[src/rtl/exec_sequencer.sv]
// Sequencer that issues one instruction at a time to the green/blue/yellow units and
// hands the captured A/B/ZNC result to writeback. Optional WAIT timeout: SEQ_TIMEOUT_EN.
module exec_sequencer #(
  parameter int DATA_W         = 16,
  parameter int TIMEOUT_CYCLES = 200
) (
  input  logic              clk,
  input  logic              rst_n,
  input  logic              instr_valid,
  output logic              instr_ready,
  input  logic [15:0]       opcode,
  output logic              green_start,
  output logic              blue_start,
  output logic              yellow_start,
  input  logic              green_done,
  input  logic              blue_done,
  input  logic              yellow_done,
  input  logic [DATA_W-1:0] A_green,
  input  logic [DATA_W-1:0] B_green,
  input  logic [DATA_W-1:0] A_blue,
  input  logic [DATA_W-1:0] B_blue,
  input  logic [DATA_W-1:0] A_yellow,
  input  logic [DATA_W-1:0] B_yellow,
  input  logic [2:0]        ZNC_green,
  input  logic [2:0]        ZNC_blue,
  input  logic [2:0]        ZNC_yellow,
  output logic [DATA_W-1:0] A_out,
  output logic [DATA_W-1:0] B_out,
  output logic [2:0]        ZNC_out,
  output logic              result_valid,
  input  logic              result_ready,
  output logic [1:0]        unit_sel,
  output logic              busy,
  output logic              err,
  output logic [1:0]        dbg_state_o
);

  localparam logic [1:0] S_IDLE  = 2'd0;
  localparam logic [1:0] S_ISSUE = 2'd1;
  localparam logic [1:0] S_WAIT  = 2'd2;
  localparam logic [1:0] S_HOLD  = 2'd3;

  // Handshakes: a transfer happens on a rising edge where valid and ready are both high.
  // Ready never depends on the partner's valid; valid holds its payload until the transfer.

  logic [1:0]        state_q, state_d;
  logic [1:0]        sel_q, sel_d;
  logic              err_q, err_d;
  logic [DATA_W-1:0] a_q, a_d, b_q, b_d;
  logic [2:0]        znc_q, znc_d;

  logic              is_green, is_yellow, is_blue;
  logic              sel_done;
  logic [DATA_W-1:0] sel_a, sel_b;
  logic [2:0]        sel_znc;
  logic              timed_out;

  // opcode[13:0] is decoded further downstream, not here.
  logic unused_opcode_bits;
  assign unused_opcode_bits = ^opcode[13:0];

  // Codes 01 and 10 both route to blue.
  assign is_green  = (sel_q == 2'b00);
  assign is_yellow = (sel_q == 2'b11);
  assign is_blue   = !is_green && !is_yellow;

  always_comb begin
    sel_done = green_done;
    sel_a    = A_green;
    sel_b    = B_green;
    sel_znc  = ZNC_green;
    if (is_yellow) begin
      sel_done = yellow_done;
      sel_a    = A_yellow;
      sel_b    = B_yellow;
      sel_znc  = ZNC_yellow;
    end else if (is_blue) begin
      sel_done = blue_done;
      sel_a    = A_blue;
      sel_b    = B_blue;
      sel_znc  = ZNC_blue;
    end
  end

`ifdef SEQ_TIMEOUT_EN
  localparam logic [7:0] TO_LAST = 8'(TIMEOUT_CYCLES - 1);
  logic [7:0] cnt_q, cnt_d;

  always_comb begin
    cnt_d = cnt_q;
    if (state_q == S_ISSUE) begin
      cnt_d = 8'd0;
    end else if (state_q == S_WAIT && !sel_done && cnt_q != 8'hFF) begin
      cnt_d = cnt_q + 8'd1;
    end
  end

  always_ff @(posedge clk or negedge rst_n) begin
    if (!rst_n) cnt_q <= 8'd0;
    else        cnt_q <= cnt_d;
  end

  // Abort on the last allowed WAIT cycle, so the unit gets exactly TIMEOUT_CYCLES cycles.
  assign timed_out = (cnt_q == TO_LAST);
`else
  logic unused_timeout_cfg;
  assign unused_timeout_cfg = (TIMEOUT_CYCLES != 0);
  assign timed_out          = 1'b0;
`endif

  always_comb begin
    state_d = state_q;
    sel_d   = sel_q;
    err_d   = err_q;
    a_d     = a_q;
    b_d     = b_q;
    znc_d   = znc_q;
    case (state_q)
      S_IDLE: begin
        if (instr_valid) begin
          sel_d   = opcode[15:14];
          err_d   = 1'b0;
          state_d = S_ISSUE;
        end
      end
      S_ISSUE: state_d = S_WAIT;
      S_WAIT: begin
        if (sel_done) begin
          a_d     = sel_a;
          b_d     = sel_b;
          znc_d   = sel_znc;
          state_d = S_HOLD;
        end else if (timed_out) begin
          a_d     = '0;
          b_d     = '0;
          znc_d   = 3'b000;
          err_d   = 1'b1;
          state_d = S_HOLD;
        end
      end
      default: begin
        if (result_ready) state_d = S_IDLE;
      end
    endcase
  end

  always_ff @(posedge clk or negedge rst_n) begin
    if (!rst_n) begin
      state_q <= S_IDLE;
      sel_q   <= 2'b00;
      err_q   <= 1'b0;
      a_q     <= '0;
      b_q     <= '0;
      znc_q   <= 3'b000;
    end else begin
      state_q <= state_d;
      sel_q   <= sel_d;
      err_q   <= err_d;
      a_q     <= a_d;
      b_q     <= b_d;
      znc_q   <= znc_d;
    end
  end

  assign instr_ready  = (state_q == S_IDLE);
  assign busy         = (state_q != S_IDLE);
  assign result_valid = (state_q == S_HOLD);
  assign green_start  = (state_q == S_ISSUE) && is_green;
  assign blue_start   = (state_q == S_ISSUE) && is_blue;
  assign yellow_start = (state_q == S_ISSUE) && is_yellow;
  assign A_out        = a_q;
  assign B_out        = b_q;
  assign ZNC_out      = znc_q;
  assign unit_sel     = sel_q;
  assign err          = err_q;
  assign dbg_state_o  = state_q;

endmodule

[config.mk]
export PLATFORM = sky130hd
export DESIGN_NAME = exec_sequencer
export DESIGN_NICKNAME = d
export VERILOG_FILES = /design/src/rtl/exec_sequencer.sv
export SDC_FILE = /design/constraint.sdc
export NUM_CORES = 1
export LEC_CHECK = 0
export CAP_MARGIN = 10
export CORE_ASPECT_RATIO = 1.5
export CORE_MARGIN = 2
export CORE_UTILIZATION = 34
export CTS_BUF_LIST = sky130_fd_sc_hd__clkbuf_8 sky130_fd_sc_hd__clkbuf_16
export DETAILED_ROUTE_END_ITERATION = 16
export GPL_TIMING_DRIVEN = 0
export PLACE_DENSITY = 0.81
export SLEW_MARGIN = 20
export SYNTH_ARGS = -nofsm -noshare
export SYNTH_HDL_FRONTEND = slang
export SYNTH_SLANG_ARGS = --single-unit
[constraint.sdc]
create_clock -name clk -period 2.5 [get_ports clk]
set_clock_uncertainty 0.15 [all_clocks]
set_input_delay 0.25 -clock clk [delete_from_list [all_inputs] [get_ports clk]]
set_output_delay 0.25 -clock clk [all_outputs]
set_load 0.1 [all_outputs]
==> run metrics <==
outcome=finished, final reports clean; FILL cells=587; I/O Buffers=about 160; GRT Overall Usage=between 20 and 25%; min Tclk post-route=between 2000 and 2500 ps; Slew Viols, Final=0; commonest non-fill, non-tap cells in the layout=clkdlybuf4s50_1, nor2_1, mux2i_1, a21oi_1, nand2_1; # Max-Cap Violations=0; vias in the first global route=between 2000 and 2500; fin area=4110 µm²; die height=approximately 100 µm; Final Cycle Share=between 90 and 100%; top cell type's share of synthesized area=about 43%; io pins=between 150 and 200; clock-pin slew on the worst setup and hold paths=80 ps; Synthesized Nets=between 300 and 400; starting density of the core=a little over a third; Worst R2R Path Depth=7; nets=565; Syn Inst Count=264; pin count of the biggest net entering global routing=21; Synth area leaders=dfrtp_1, mux2i_1, a21oi_1, o21ai_0, nor2_1; layout cells sized above 1=9.72%; routability cong.=0.823; antenna violations before repair=0; Setup crit end kind=output pin; sequential cell area=986 µm²; via/cell ratio=4.84; # diodes=0; Most used DFF post-synth=dfrtp_1; cell area reported after detailed placement=just over 4000 µm²; clock buffer depth=2; DR iter-0 viols=slightly above 80; Worst Max-Slew Pin Slew=1040 ps; clock latency on the worst-skew pair=between 200 and 300 ps; unrepaired setup endpoints after global routing=false; yosys warns=0; global route overflow=0; WP data arrival=around 2000 ps; Post-Synthesis Cell Area=2290 µm²; Die Width=between 70 and 80 µm; min-delay worst type=primary input to asynchronous set/reset pin; area of the multi-input gates=roughly 1200 µm²; DIE AREA=roughly 7400 µm²; clk sinks=39; total number of vias=~2500; sequential area share after synthesis=between 40 and 50%; row cnt=36; Avg Cell Area, Syn=between 8 and 9 µm²; commonest non-fill, non-tap cell in the layout=clkdlybuf4s50_1; relative slew slack=30.7%; r2r endpoint=A_out[13]; DP Cell Count=499; global-route wire length before repair=12000 µm; Routed Antenna Nets=0; core area=around 6500 µm²; post-CTS setup buffers=0; distinct cell type count after synthesis=24; H-tree lvl count=2; final hold vios=0; FF-to-FF Start=unit_sel[0]; Yosys reg bits=39; DR pass1 iterations=4; crit path kind=flop to output pin; HPWL Detailed=around 6000 µm; Setup TNS=0 ps; final wirelength=7320 µm; WP data required=about 2100 ps; Root Buffer Master=clkbuf_8; final routed DRC violation total=0; FFs w/ async S/R, synth=100%; CTS tree=done; fmax=~420 MHz; area leader, netlist=dfrtp_1; Layout area overhead=79.6%; Post-synth EDFFs=0; CTS Buf Count=5; Setup Viol. Count Final=0; Avg WL per Cell=between 10 and 15 µm; fin cells=roughly 510; critical path launch point type=flop; worst-path fanout max=6; r2r setup slk=210 ps
## critical path: stages, from the launching register on
cell	delay [ps]
dfrtp_4	450
ha_1	150
clkdlybuf4s50_1	1120
## repair_timing
item | CTS | global route
endpoints found under the setup margin | 5 | 2
hold endpoints to repair | 19 | 0
resized for setup | 16 | 4
hold buffers | 1 | 0
pin swaps | 0 | 0
cloned | 0 | 0
## cells in the mapped netlist, types with 5 or more instances
cell type,number
dfrtp_1,39
nor2_1,37
a21oi_1,36
mux2i_1,36
nand2_1,36
o21ai_0,30
clkbuf_1,6
ha_1,6
o21ai_1,6
buf_4,5
inv_1,5
## through the flow
step	utilization [%]	worst slack [ps]	hold slack [ps]
floorplan	-	-70.3	-196
global placement	61.7	-617	312
detailed placement	62.0	-636	93.6
CTS	63.3	15.8	324
global route	63.3	40.0	352
finish	63.3	96.7	313
## logic make-up after synthesis
| family | count (synthesis) | share of synthesized area (%) |
|---|---|---|
| flops | 39 | 42.7 |
| mux | 39 | 17.4 |
| buf+inv | 25 | 5.58 |
| other cells | 1 | 0.164 |
| compound gates | 75 | 17.2 |
| fa+ha+maj | 6 | 3.28 |
| simple gates | 79 | 13.7 |
## sequential cells by signal, summed over array words and instances, names as in the netlist
signal and count:
dbg_state_o 2, ZNC_out 3, B_out 16, unit_sel 2
A_out 16
## cell type report
type / instances / share of cell area, %
Clock inverter: 3 / 0.366
Buffer: 20 / 2.71
Multi-Input combinational cell: 200 / 29.4
Clock buffer: 5 / 1.68
Inverter: 5 / 0.548
Tap cell: 76 / 2.32
Timing Repair Buffer: 160 / 39.0
Sequential cell: 39 / 24.0
## routing by layer
layer / wire length [µm] / vias to the layer above / GRT usage, %
met1: 2640 / 1122 / 22.1
met2: 4030 / 99 / 38.1
met4: 157 / 0 / 5.93
li1: - / 1225 / -
met3: 482 / 12 / 3.78
met5: 0 / - / 0
## worst max path at each step
stage | start | endpoint | slack, ps
finish | dbg_state_o[0] | result_valid | 100
floorplan | dbg_state_o[1] | dbg_state_o[1] | -70
global route | dbg_state_o[0] | result_valid | 40
CTS | dbg_state_o[1] | green_start | 20
detailed placement | unit_sel[1] | yellow_start | -640
global placement | unit_sel[0] | yellow_start | -620
Power is not shown: default switching activity piles up to over one toggle a cycle in this logic, so the estimate is an artifact.
